File: config.mk
export PLATFORM = sky130hd
export DESIGN_NAME = cd_cfg_sequencer
export DESIGN_NICKNAME = d
export VERILOG_FILES = /design/src/rtl/cd_cfg_pkg.sv /design/src/rtl/cd_cfg_rr_arb.sv /design/src/rtl/cd_cfg_sequencer.sv
export SDC_FILE = /design/constraint.sdc
export NUM_CORES = 1
export LEC_CHECK = 0
export BUFFER_PORTS_ARGS = -buffer_cell sky130_fd_sc_hd__buf_2
export CAP_MARGIN = 40
export CORE_MARGIN = 2
export CORE_UTILIZATION = 25
export DETAILED_ROUTE_END_ITERATION = 12
export HOLD_SLACK_MARGIN = 0.1
export PLACE_DENSITY = 0.43
export SLEW_MARGIN = 10
export SYNTH_ARGS = -nofsm -noshare
export SYNTH_HDL_FRONTEND = slang
export SYNTH_SLANG_ARGS = --single-unit
File: constraint.sdc
create_clock -name clk -period 6 [get_ports clk]
set_clock_uncertainty 0.05 [all_clocks]
set_input_delay 0.6 -clock clk [delete_from_list [all_inputs] [get_ports clk]]
set_output_delay 0.6 -clock clk [all_outputs]
set_load 0.1 [all_outputs]
File: src/rtl/cd_cfg_pkg.sv
// Shared types and defaults for the clock-divider configuration sequencer.
package cd_cfg_pkg;

  typedef enum logic [2:0] {
    ST_BOOT_VGA,
    ST_BOOT_UART,
    ST_IDLE,
    ST_ISSUE,
    ST_COMPLETE
  } cd_cfg_state_t;

  localparam int CD_ADDR_VGA_DEF  = 0;
  localparam int CD_ADDR_UART_DEF = 1;
  localparam int CD_TIMEOUT_DEF   = 1024;

  // Width of a counter that must hold 0 .. timeout-1.
  function automatic int cd_cnt_width(input int timeout);
    return (timeout <= 2) ? 1 : $clog2(timeout);
  endfunction

  localparam int CD_TIMEOUT_CNT_W = cd_cnt_width(CD_TIMEOUT_DEF);

endpackage

File: src/rtl/cd_cfg_rr_arb.sv
// Combinational round-robin picker: first valid requester at or above ptr, with wrap.
module cd_cfg_rr_arb #(
  parameter int N_REQ = 2,
  parameter int IDX_W = $clog2(N_REQ)
) (
  input  logic [N_REQ-1:0] req_valid,
  input  logic [IDX_W-1:0] ptr,
  output logic [N_REQ-1:0] grant,
  output logic [IDX_W-1:0] grant_idx,
  output logic             grant_any
);

  // Scan offsets 0..N_REQ-1 from ptr; the first hit wins.
  always_comb begin
    grant     = '0;
    grant_idx = '0;
    grant_any = 1'b0;
    for (int i = 0; i < N_REQ; i++) begin
      for (int j = 0; j < N_REQ; j++) begin
        if (!grant_any && req_valid[j] &&
            ((int'(ptr) + i == j) || (int'(ptr) + i == j + N_REQ))) begin
          grant_any = 1'b1;
          grant[j]  = 1'b1;
          grant_idx = IDX_W'(j);
        end
      end
    end
  end

endmodule

File: src/rtl/cd_cfg_sequencer.sv
// Clock-divider config controller: boot defaults, then round-robin runtime writes
// with timeout and shadow copies of the last accepted limits.
module cd_cfg_sequencer
  import cd_cfg_pkg::*;
#(
  parameter int                           WIDTH_CONFIG_ADDR = 4,
  parameter int                           WIDTH_CONFIG_DATA = 16,
  parameter int                           N_REQ             = 2,
  parameter logic [WIDTH_CONFIG_ADDR-1:0] ADDR_VGA          = WIDTH_CONFIG_ADDR'(CD_ADDR_VGA_DEF),
  parameter logic [WIDTH_CONFIG_ADDR-1:0] ADDR_UART         = WIDTH_CONFIG_ADDR'(CD_ADDR_UART_DEF),
  parameter logic [WIDTH_CONFIG_DATA-1:0] DEFAULT_RES       = WIDTH_CONFIG_DATA'(1),
  parameter logic [WIDTH_CONFIG_DATA-1:0] DEFAULT_BAUD      = WIDTH_CONFIG_DATA'(434),
  parameter int                           TIMEOUT           = CD_TIMEOUT_DEF
) (
  input  logic                                 clk,
  input  logic                                 rst,
  input  logic [N_REQ-1:0]                     req_valid,
  input  logic [N_REQ*WIDTH_CONFIG_ADDR-1:0]   req_addr,
  input  logic [N_REQ*WIDTH_CONFIG_DATA-1:0]   req_data,
  output logic [N_REQ-1:0]                     req_ready,
  output logic [N_REQ-1:0]                     req_done,
  output logic                                 req_err,
  output logic [WIDTH_CONFIG_ADDR-1:0]         c_addr,
  output logic [WIDTH_CONFIG_DATA-1:0]         c_data,
  output logic                                 c_valid,
  input  logic                                 c_ready,
  output logic                                 boot_done,
  output logic                                 boot_err,
  output logic [WIDTH_CONFIG_DATA-1:0]         cur_res,
  output logic [WIDTH_CONFIG_DATA-1:0]         cur_baud
);

  localparam int IDX_W = $clog2(N_REQ);
  localparam int CNT_W = cd_cnt_width(TIMEOUT);
  localparam logic [CNT_W-1:0] CNT_LAST = CNT_W'(TIMEOUT - 1);
  localparam logic [IDX_W-1:0] IDX_LAST = IDX_W'(N_REQ - 1);

  cd_cfg_state_t               state;
  logic [IDX_W-1:0]            ptr;
  logic [CNT_W-1:0]            cnt;
  logic [N_REQ-1:0]            win;        // one-hot owner of the write in flight
  logic [IDX_W-1:0]            win_idx;
  logic                        int_src;    // write in flight is a boot write
  logic                        boot_uart;  // boot write in flight is the UART one
  logic                        cmp_wait;   // illegal address: hold COMPLETE one cycle before done

  logic [N_REQ-1:0]             grant;
  logic [IDX_W-1:0]             grant_idx;
  logic                         grant_any;
  logic [WIDTH_CONFIG_ADDR-1:0] win_addr;
  logic [WIDTH_CONFIG_DATA-1:0] win_data;
  logic                         win_legal;
  logic                         xfer;

  cd_cfg_rr_arb #(
    .N_REQ (N_REQ),
    .IDX_W (IDX_W)
  ) u_arb (
    .req_valid (req_valid),
    .ptr       (ptr),
    .grant     (grant),
    .grant_idx (grant_idx),
    .grant_any (grant_any)
  );

  // Select the winner's address/data slice and classify the address.
  always_comb begin
    win_addr = '0;
    win_data = '0;
    for (int j = 0; j < N_REQ; j++) begin
      if (grant[j]) begin
        win_addr = req_addr[j*WIDTH_CONFIG_ADDR +: WIDTH_CONFIG_ADDR];
        win_data = req_data[j*WIDTH_CONFIG_DATA +: WIDTH_CONFIG_DATA];
      end
    end
    win_legal = (win_addr == ADDR_VGA) || (win_addr == ADDR_UART);
    xfer      = c_valid && c_ready;
  end

  // Sequencer FSM with registered outputs, shadow registers and timeout counter.
  always_ff @(posedge clk) begin
    if (rst) begin
      state     <= ST_BOOT_VGA;
      ptr       <= '0;
      cnt       <= '0;
      win       <= '0;
      win_idx   <= '0;
      int_src   <= 1'b0;
      boot_uart <= 1'b0;
      cmp_wait  <= 1'b0;
      req_ready <= '0;
      req_done  <= '0;
      req_err   <= 1'b0;
      c_addr    <= '0;
      c_data    <= '0;
      c_valid   <= 1'b0;
      boot_done <= 1'b0;
      boot_err  <= 1'b0;
      cur_res   <= '0;
      cur_baud  <= '0;
    end else begin
      req_ready <= '0;
      req_done  <= '0;
      req_err   <= 1'b0;
      case (state)
        ST_BOOT_VGA: begin
          c_addr    <= ADDR_VGA;
          c_data    <= DEFAULT_RES;
          c_valid   <= 1'b1;
          int_src   <= 1'b1;
          boot_uart <= 1'b0;
          cnt       <= '0;
          state     <= ST_ISSUE;
        end
        ST_BOOT_UART: begin
          c_addr    <= ADDR_UART;
          c_data    <= DEFAULT_BAUD;
          c_valid   <= 1'b1;
          int_src   <= 1'b1;
          boot_uart <= 1'b1;
          cnt       <= '0;
          state     <= ST_ISSUE;
        end
        ST_IDLE: begin
          if (grant_any) begin
            win       <= grant;
            win_idx   <= grant_idx;
            c_addr    <= win_addr;
            c_data    <= win_data;
            req_ready <= grant;
            int_src   <= 1'b0;
            cnt       <= '0;
            if (win_legal) begin
              c_valid <= 1'b1;
              state   <= ST_ISSUE;
            end else begin
              cmp_wait <= 1'b1;
              state    <= ST_COMPLETE;
            end
          end
        end
        ST_ISSUE: begin
          if (xfer) begin
            c_valid <= 1'b0;
            state   <= ST_COMPLETE;
            if (c_addr == ADDR_VGA) begin
              cur_res <= c_data;
            end else if (c_addr == ADDR_UART) begin
              cur_baud <= c_data;
            end
            if (!int_src) begin
              req_done <= win;
            end
          end else if (cnt == CNT_LAST) begin
            c_valid <= 1'b0;
            state   <= ST_COMPLETE;
            if (int_src) begin
              boot_err <= 1'b1;
            end else begin
              req_done <= win;
              req_err  <= 1'b1;
            end
          end else begin
            cnt <= cnt + 1'b1;
          end
        end
        ST_COMPLETE: begin
          if (cmp_wait) begin
            cmp_wait <= 1'b0;
            req_done <= win;
            req_err  <= 1'b1;
          end else if (int_src) begin
            if (boot_uart) begin
              boot_done <= 1'b1;
              state     <= ST_IDLE;
            end else begin
              state <= ST_BOOT_UART;
            end
          end else begin
            ptr   <= (win_idx == IDX_LAST) ? '0 : win_idx + 1'b1;
            state <= ST_IDLE;
          end
        end
        default: state <= ST_BOOT_VGA;
      endcase
    end
  end

endmodule

# Word level (Yosys, flattened, before mapping)
# Cells that the tools add are included.
[word_totals] reg_bits=80 input_bits=45 output_inout_bits=60 wordCells=133
[op_classes] n_addsub=3 eq_ne=17 muxes=51 bitwise=6 n_reduce_logical=38
[op_table] cell="equality test 32 x 3 -> 1 bit (second input constant)" count=2
[op_table] cell="logical NOT 32 bit" count=2
[op_table] cell="two-way mux 16 bit" count=3
[op_table] cell="one-hot mux 16 bit (3 select lines)" count=1
[op_table] cell="equality test 32 x 2 -> 1 bit (second input constant)" count=1
[op_table] cell="two-way mux 10 bit" count=3
[op_table] cell="one-hot mux 10 bit (3 select lines)" count=1
[op_table] cell="two-way mux 1 bit" count=21
[op_table] cell="AND reduction 4 bit" count=5
[op_table] cell="two-way mux 3 bit" count=6
[op_table] cell="two-way mux 4 bit" count=3
[op_table] cell="!= test 2 bit (second input constant)" count=6
[op_table] cell="one-hot mux 3 bit (4 select lines)" count=1
[op_table] cell="one-hot mux 4 bit (3 select lines)" count=1
[op_table] cell="AND reduction 3 bit" count=4
[op_table] cell="adder 10 x 1 -> 10 bit (second input constant)" count=1
[op_table] cell="equality test 10 bit (second input constant)" count=1
[op_table] cell="two-way mux 2 bit" count=5
[op_table] cell="equality test 4 x 1 -> 1 bit (second input constant)" count=2
[op_table] cell="logical AND 1 bit" count=8
[op_table] cell="logical NOT 4 bit" count=2
[op_table] cell="one-hot mux 1 bit (2 select lines)" count=4
[op_table] cell="equality test 3 x 2 -> 1 bit (second input constant)" count=2
[op_table] cell="inverter 1 bit" count=6
[op_table] cell="15 further kinds" count=24

# Longest topological paths before layout
# Gate-level depths: netlist of run 1.
[logic_depth] depth_word=21 depth_mapped=8 mapped_depth_nobuf=5

# Modules after synthesis
# Synthesis of run 1 repeated with hierarchy kept, for this count alone.
[unflattened] hier_cells=380 area_unflattened_um2=3527.1
[modules_own_cells] module="cd_cfg_sequencer" instances=1 cells_each=375 area_per_inst_um2=3494.6 seq_area_each_um2=1601.5
[modules_own_cells] module="cd_cfg_rr_arb" instances=1 cells_each=5 area_per_inst_um2=32.5 seq_area_each_um2=0.0

# Worst setup path before layout of run 1
# Ideal clock, no wire load.
[synth_timing] path_kind="reg-to-reg" from="register c_valid" to="register cur_baud[10]" setup_ns=0.128 arrival_ns=2.506 required_ns=5.822 path_slack_ns=3.316 path_stages_with_launch=8 n_path_buf=2 period_less_slack_ns=2.684 cell_sequence="dfxtp_1 nand2_1 or4_4 or3b_1 buf_6 buf_6 mux2i_1 nor2_1"
[synth_between] elab_chain_len=2
[synth_lines] item="from (decl)" line="cd_cfg_sequencer.sv:25" text="output logic c_valid,"
[synth_lines] item="from (signal assigned)" line="cd_cfg_sequencer.sv:96" text="c_valid <= 1'b0;"
[synth_lines] item="from (signal assigned)" line="cd_cfg_sequencer.sv:109" text="c_valid <= 1'b1;"
[synth_lines] item="from (signal assigned)" line="cd_cfg_sequencer.sv:118" text="c_valid <= 1'b1;"
[synth_lines] item="logical AND 1 bit" line="cd_cfg_sequencer.sv:77" text="xfer = c_valid && c_ready;"
[synth_lines] item="AND reduction 4 bit (no source line)"
[synth_lines] item="to (signal assigned)" line="cd_cfg_sequencer.sv:149" text="cur_baud <= c_data;"
[synth_lines] item="to (decl)" line="cd_cfg_sequencer.sv:30" text="output logic [WIDTH_CONFIG_DATA-1:0] cur_baud"
# No other way between the ends.
# A chain may end at the register's enable or synchronous reset.

# Worst setup path after layout of run 1
[layout_timing] from="register state[0]" to="register cur_baud[11]"
[layout_between] elab_chain_len=2
[layout_lines] item="from (decl)" line="cd_cfg_sequencer.sv:38" text="cd_cfg_state_t state;"
[layout_lines] item="from (signal assigned)" line="cd_cfg_sequencer.sv:83" text="state <= ST_BOOT_VGA;"
[layout_lines] item="from (signal assigned)" line="cd_cfg_sequencer.sv:113" text="state <= ST_ISSUE;"
[layout_lines] item="from (signal assigned)" line="cd_cfg_sequencer.sv:122" text="state <= ST_ISSUE;"
[layout_lines] item="equality test 3 x 2 -> 1 bit" line="cd_cfg_sequencer.sv:105" text="case (state)"
[layout_lines] item="AND reduction 4 bit (no source line)"
# No other way between the ends.

==> out/summary.log, run 1 <==
[route] total via count after detailed routing 2,941
[floorplan] count of pins on the block boundary 105
[sta] setup repair after global routing missed its margin false
[route] mean number of vias per cell 4.603
[sta] number of setup violations in the final report 0
[worst_setup_path] logic depth of the worst register-to-register path 6
[cells_and_area] final core area utilization 0.3324
[worst_setup_path] WS Path Type register to register
[worst_setup_path] CP max FO 14
[sta] worst rel slew slack 0.4444
[cells_and_area] Antenna diodes 0
[floorplan] area of the core region 0.01314 mm²
[clocking] count of hold buffers inserted by post-cts repair 0
[clocking] cell at the root of the clock tree clkbuf_16
[worst_setup_path] startpoint type of the worst setup path register
[place] count of buffers inserted at the top-level ports 104
[grt] overall global routing resource usage 0.1338
[worst_setup_path] critical path data arrival time 2720 ps
[route] violation count after the first detailed-route iteration 142
[power] Power per Cell Area 364.2 mW/mm²
[clocking] clock sinks 80
[yosys] share of synthesized area occupied by flip-flops and latches 0.4817
[sta] final hold vios 0
[cells_and_area] number of nets in the finished design 505
[sta] Min Clock Period, post-route 2578 ps
[grt] met1 routing resource usage after global routing 0.1737
[min_path] hold path depth 2
[power] reported leakage power 1.951 nW
[floorplan] DIE AREA 0.01424 mm²
[floorplan] width of the die 119.3 µm
[job] Max-cap violations 0
[grt] first-pass GRT wire length 14.86 mm
[clocking] CTS tree yes
[grt] number of global-route vias before repair 2,759
[grt] initial antenna violation count 0
[clocking] Clk pin slew, worst setup/hold paths 60 ps
[place] routability congestion estimate from global placement 0.7484
[yosys] share of Yosys cell area claimed by the top area cell type 0.4817
[clocking] # resized after CTS 0
[yosys] async set-reset flop share out of synthesis 0
[grt] global routing usage on met3 0.03544
[route] drt pass-1 iters 4
[clocking] insertion delay to the later sink of the worst-skew pair 330 ps
[route] Wirelength per Cell 14.58 µm
[yosys] Area contributors post-synth dfxtp_1, mux2i_1, nor2_1
[yosys] Mapped Cells 359
[grt] global route total overflow 0
[clocking] htree depth 3
[yosys] leading cell type by number of instances after synthesis dfxtp_1
[worst_setup_path] critical path endpoint category register
[yosys] number of nets produced by synthesis 405
[clocking] maximum root-to-sink buffer count 2
[route] remaining antenna violation count 0
[floorplan] die height 119.3 µm
[power] Final Power 1.590 mW
[sta] number of max-slew violations in the final report 0
[sta] final cycle utilization of the critical path 0.4296
[sta] worst slew pin tran 833.4 ps
[yosys] number of library cell types mapped by synthesis 49
[cells_and_area] share of post-route cells with drive strength above 1 0.3045
[sta] Setup Total Neg Slack 0 ps
[yosys] list of most frequent post-synthesis cells dfxtp_1, nor2_1, mux2i_1, nand2_1, clkbuf_1
[cells_and_area] synthesis-to-layout area growth 31.35%
[yosys] dominant synthesized flop cell dfxtp_1
[yosys] synthesized area per cell 9.260 µm²
[floorplan] effective utilization at floorplan 0.2530
[clocking] clock buffers created by TritonCTS 9
[grt] grt met2 use 0.2087
[grt] largest net degree at the start of global routing 64
[route] Remaining DRCs 0
[min_path] path category of the worst min-delay check register to register
[yosys] Post-Synthesis Cell Area 0.003324 mm²
[grt] Top Usage Layer GRT met2
[place] post-DP HPWL 6.858 mm
[clocking] Post-CTS Setup Bufs 0
[yosys] number of warning messages in the yosys log 0
[power] Worst VDD drop 0.1380 mV
[yosys] number of enable-type register cells in the synthesized netlist 0
[yosys] number of flip-flops and latches in the synthesized netlist 80
[worst_setup_path] required time worst endpoint 6140 ps
[floorplan] standard-cell row count 42
[yosys] most area-hungry cell type in the Yosys netlist dfxtp_1
[route] sum of routed wire length over all layers 9.316 mm
[sta] max frequency 388.0 MHz
[status] result of the run completed
[placed cells by master (no fill, tap or decap), types with 7 or more instances in the layout]
cell type | Yosys | routed
a21oi_1 | 16 | 16
clkbuf_16 | 0 | 9
mux2i_1 | 34 | 34
a22oi_1 | 17 | 17
buf_2 | 0 | 105
nor2_1 | 54 | 54
or2_2 | 8 | 8
o21a_1 | 7 | 7
nor3_1 | 9 | 9
o21ai_0 | 17 | 17
dfxtp_1 | 80 | 80
nand2_1 | 28 | 28
[sequential cells by signal, summed over array words and instances, names as in the netlist, 2 cells and up]
signal,count
c_addr,4
cur_res,16
req_ready,2
cur_baud,16
state,3
req_done,2
win,2
c_data,16
cnt,10
[path summary, 6_finish.rpt]
path	start	end	slack [ps]
setup / recovery	state[0]	cur_baud[11]	3420
hold / removal	win[1]	win[1]	400
setup reg to reg	state[0]	cur_baud[11]	3420
hold reg to reg	win[1]	win[1]	400
[report_power, final]
part | internal, mW | switching (mW) | total, mW
Sequential | 0.566 | 0.0483 | 0.614
Clock | 0.384 | 0.208 | 0.592
Combinational | 0.0980 | 0.287 | 0.385
[area by class of cell]
| class | instances | area, µm² |
|---|---|---|
| sequential | 80 | 1602 |
| fill | 1395 | 8771 |
| timing repair buffer | 111 | 601.8 |
| clock inverter | 3 | 65.06 |
| inverter | 2 | 7.507 |
| tap | 176 | 220.2 |
| clock buffer | 12 | 256.5 |
| multi-input combinational | 255 | 1614 |
[through the flow]
step / hold slack, ps / instance area, µm² / setup WS (ps) / cells
finish: 398.8 / 4367 / 3423 / 639
global route: 427.4 / 4367 / 3238 / 639
CTS: 402.8 / 4367 / 3397 / 639
detailed placement: 393.5 / 4045 / 3423 / 624
global placement: 388.2 / 3986 / 3293 / 620
floorplan: 379.6 / 3324 / 3316 / 359
[worst max-delay path: stages (launching register included)]
cell and delay [ps]:
dfxtp_1 650, nand3b_4 180, or4_4 530, or3b_1 570, buf_16 250, mux2i_1 150
nor2_1 60
[logic make-up (layout without fill, tap and decap cells)]
group / after synthesis / after routing / synth area share
compound gates: 83 / 83 / 0.1679
xor+xnor: 4 / 4 / 0.01054
fa+ha+maj: 1 / 1 / 0.003763
buf+inv: 24 / 128 / 0.03387
flops: 80 / 80 / 0.4817
mux: 34 / 34 / 0.1024
simple gates: 133 / 133 / 0.1999
[layer usage]
metal  up-vias  part of all wire  wire, µm
met2        72              0.46      4280
met4         0             0.024       223
met5         -                 0         0
met1      1364              0.47      4395
li1       1490                 -         -
met3        15             0.045       417
No activity file was read; power rests on OpenSTA's default activity.
==> run 2, diff against run 1 <==
--- a/config.mk
+++ b/config.mk
@@ -11,7 +11,7 @@
 export CORE_UTILIZATION = 25
 export DETAILED_ROUTE_END_ITERATION = 12
 export HOLD_SLACK_MARGIN = 0.1
-export PLACE_DENSITY = 0.43
+export PLACE_DENSITY = 0.45
 export SLEW_MARGIN = 10
 export SYNTH_ARGS = -nofsm -noshare
 export SYNTH_HDL_FRONTEND = slang
==> constraint.sdc (replaced) <==
create_clock -name clk -period 2.35 [get_ports clk]
set_clock_uncertainty 0.05 [all_clocks]
set_input_delay 0.235 -clock clk [delete_from_list [all_inputs] [get_ports clk]]
set_output_delay 0.235 -clock clk [all_outputs]
set_load 0.1 [all_outputs]
==> run 2 against run 1 <==
Against the previous run: final area increased by 1.3%; first-iteration DRC count is 32% lower; global-route usage up 0.46 points; register-to-register slack got worse by 3200 ps; sequential cell count unchanged; sequential power rose to 2.5 times the previous value; die area did not move; combinational power rose to 2.7 times the previous value; utilization increased by 0.44 points; critical endpoint is now cur_baud[10]; non-clock buffer count is 8 higher; worst setup slack worse by 3200 ps.
==> out/summary.log, run 2 (same netlist as run 1, synthesis figures left out) <==
[worst_setup_path] startpoint type of the worst setup path register
[sta] worst rel slew slack 0.5795 [+0.1351]
[sta] final hold vios 0 [unchanged]
[status] result of the run completed
[sta] Setup Total Neg Slack 0 ps [unchanged]
[clocking] count of hold buffers inserted by post-cts repair 0 [unchanged]
[job] Max-cap violations 0 [unchanged]
[place] post-DP HPWL 7.261 mm [+5.9%]
[sta] number of max-slew violations in the final report 0 [unchanged]
[worst_setup_path] required time worst endpoint 2510 ps [-3630 ps]
[grt] overall global routing resource usage 0.1384 [+0.004570]
[floorplan] effective utilization at floorplan 0.2530 [unchanged]
[min_path] hold path depth 3 [+1]
[power] Power per Cell Area 949.3 mW/mm² [+160%]
[min_path] path category of the worst min-delay check input pin to register
[grt] largest net degree at the start of global routing 25 [-61%]
[power] part of the total power dissipated in combinational logic 0.249 [+0.007]
[min_path] start point of the worst min-delay path req_data[13]
[cells_and_area] share of post-route cells with drive strength above 1 0.3191 [+0.01461]
[clocking] htree depth 3 [unchanged]
[place] routability congestion estimate from global placement 0.7388 [-1.3%]
[worst_setup_path] critical path data arrival time 2280 ps [-440 ps]
[power] Worst VDD drop 0.4244 mV [+210%]
[route] Wirelength per Cell 15.16 µm [+4.0%]
[cells_and_area] Largest regs c_data: 16 flops, cur_baud: 16 flops, cur_res: 16 flops
[sta] Min Clock Period, post-route 2129 ps [-448.2 ps]
[floorplan] standard-cell row count 42 [unchanged]
[power] P_int 2.809 mW [+170%]
[cells_and_area] Filler cells 1,400 [+0.36%]
[sta] worst hold slack 150.1 ps [-248.7 ps]
[worst_setup_path] RR Startpoint state[1]
[power] switching share of total power 0.3312 [-0.01006]
[route] Remaining DRCs 0 [unchanged]
[power] reported leakage power 1.989 nW [+1.9%]
[worst_setup_path] critical path endpoint category register
[clocking] insertion delay to the later sink of the worst-skew pair 330 ps [about the same]
[cells_and_area] number of nets in the finished design 513 [+1.6%]
[route] sum of routed wire length over all layers 9.794 mm [+5.1%]
[cells_and_area] Design Area, Final 0.004424 mm² [+1.3%]
[floorplan] die height 119.3 µm [unchanged]
[clocking] cell at the root of the clock tree clkbuf_16
[cells_and_area] final core area utilization 0.3368 [+0.004381]
[place] count of buffers inserted at the top-level ports 104 [unchanged]
[grt] number of global-route vias before repair 2,793 [+1.2%]
[route] mean number of vias per cell 4.599 [about the same]
[cells_and_area] commonest cells after routing, fill and taps aside buf_2, dfxtp_1, nor2_1
[floorplan] count of pins on the block boundary 105 [unchanged]
[floorplan] DIE AREA 0.01424 mm² [unchanged]
[grt] global route total overflow 0 [unchanged]
[sta] worst slew pin tran 624.1 ps [-209.3 ps]
[worst_setup_path] Critical R2R Capture cur_baud[10]
[power] power share of the clock group 0.384 [+0.012]
[sta] setup repair after global routing missed its margin false
[floorplan] area of the core region 0.01314 mm² [unchanged]
[sta] final cycle utilization of the critical path 0.9061 [+0.4765]
[worst_setup_path] CP max FO 16 [+2]
[clocking] maximum root-to-sink buffer count 2 [unchanged]
[clocking] clock buffers created by TritonCTS 9 [unchanged]
[floorplan] width of the die 119.3 µm [unchanged]
[route] drt pass-1 iters 4 [unchanged]
[clocking] clock sinks 80 [unchanged]
[route] violation count after the first detailed-route iteration 96 [-32%]
[worst_setup_path] R2R setup slack 220 ps [-3200 ps]
[clocking] Post-CTS Setup Bufs 0 [unchanged]
[cells_and_area] Antenna diodes 0 [unchanged]
[power] part of the total power dissipated in sequential elements 0.367 [-0.019]
[clocking] Clk pin slew, worst setup/hold paths 60 ps [about the same]
[grt] first-pass GRT wire length 15.30 mm [+3.0%]
[cells_and_area] synthesis-to-layout area growth 33.08%
[power] Final Power 4.200 mW [+160%]
[grt] initial antenna violation count 0 [unchanged]
[sta] number of setup violations in the final report 0 [unchanged]
[sta] max frequency 469.6 MHz [+21%]
[place] Post-DP Area 0.004081 mm² [+0.90%]
[worst_setup_path] logic depth of the worst register-to-register path 6 [unchanged]
[clocking] # resized after CTS 0 [unchanged]
[min_path] Worst Hold Endpoint c_data[13]
[route] remaining antenna violation count 0 [unchanged]
[power] Psw 1.391 mW [+160%]
[worst_setup_path] WS Path Type register to register
[clocking] CTS tree yes
[cells_and_area] leading cell type in the layout, fill and taps excluded buf_2
[route] total via count after detailed routing 2,971 [+1.0%]
-- run 2: cell types whose count changed in the layout (fill, tap and decap cells not counted), sizes merged --
| cell | before | now |
|---|---|---|
| buf | 111 | 119 |
| bufinv | 2 | 3 |
| clkbuf | 12 | 11 |
| clkinv | 1 | 0 |
-- run 2: critical path, stage by stage, from the launching register on --
cell and delay (ps):
dfxtp_1 370, nand3b_4 140, or4_4 520, or3b_1 360
buf_4 240, mux2i_1 240, nor2_1 80
-- run 2: worst max-delay path by stage --
stage | slack, ps | depth (start not counted) | start | to
2_1_floorplan | 10 | 6 | c_addr[3] | cur_baud[7]
3_3_place_gp | 280 | 6 | state[1] | c_valid
3_5_place_dp | 280 | 6 | state[1] | cur_baud[0]
4_1_cts | 190 | 6 | state[1] | cur_baud[10]
5_1_grt | 100 | 5 | cnt[0] | cnt[4]
6_report | 220 | 6 | state[1] | cur_baud[10]
-- run 2: through the flow --
stage | setup WS, ps | std cells
final | 220.7 | 646
after global placement | 283.8 | 631
after global routing | 99.06 | 646
after CTS | 189.4 | 646
after floorplan | 11.72 | 359
after detailed placement | 277.1 | 632
-- run 2: cell type report --
type	instances	area [µm²]	share of cell area
clock buffer	11	252.7	0.05713
sequential	80	1603	0.3623
inverter	2	7.507	0.001697
multi-input combinational	255	1614	0.3648
timing repair buffer	119	636.9	0.1439
clock inverter	3	90.09	0.02036
tap	176	220.2	0.04977
-- run 2: per-layer routing --
metal  track usage  up-vias  share of wire
li1              -     1504              -
met1        0.1903     1385           0.47
met2        0.2166       76           0.48
met3       0.02251        6          0.046
met4       0.05515        0          0.012
met5             0        -              0
-- run 2: power by group through the flow --
stage,registers (mW),clock network (mW),logic [mW]
6_report,1.54,1.61,1.05
5_1_grt,1.56,1.72,1.12
4_1_cts,1.54,1.65,1.05
3_5_place_dp,1.57,0,1.05
3_3_place_gp,1.57,0,1.04
2_1_floorplan,1.96,0,0.379
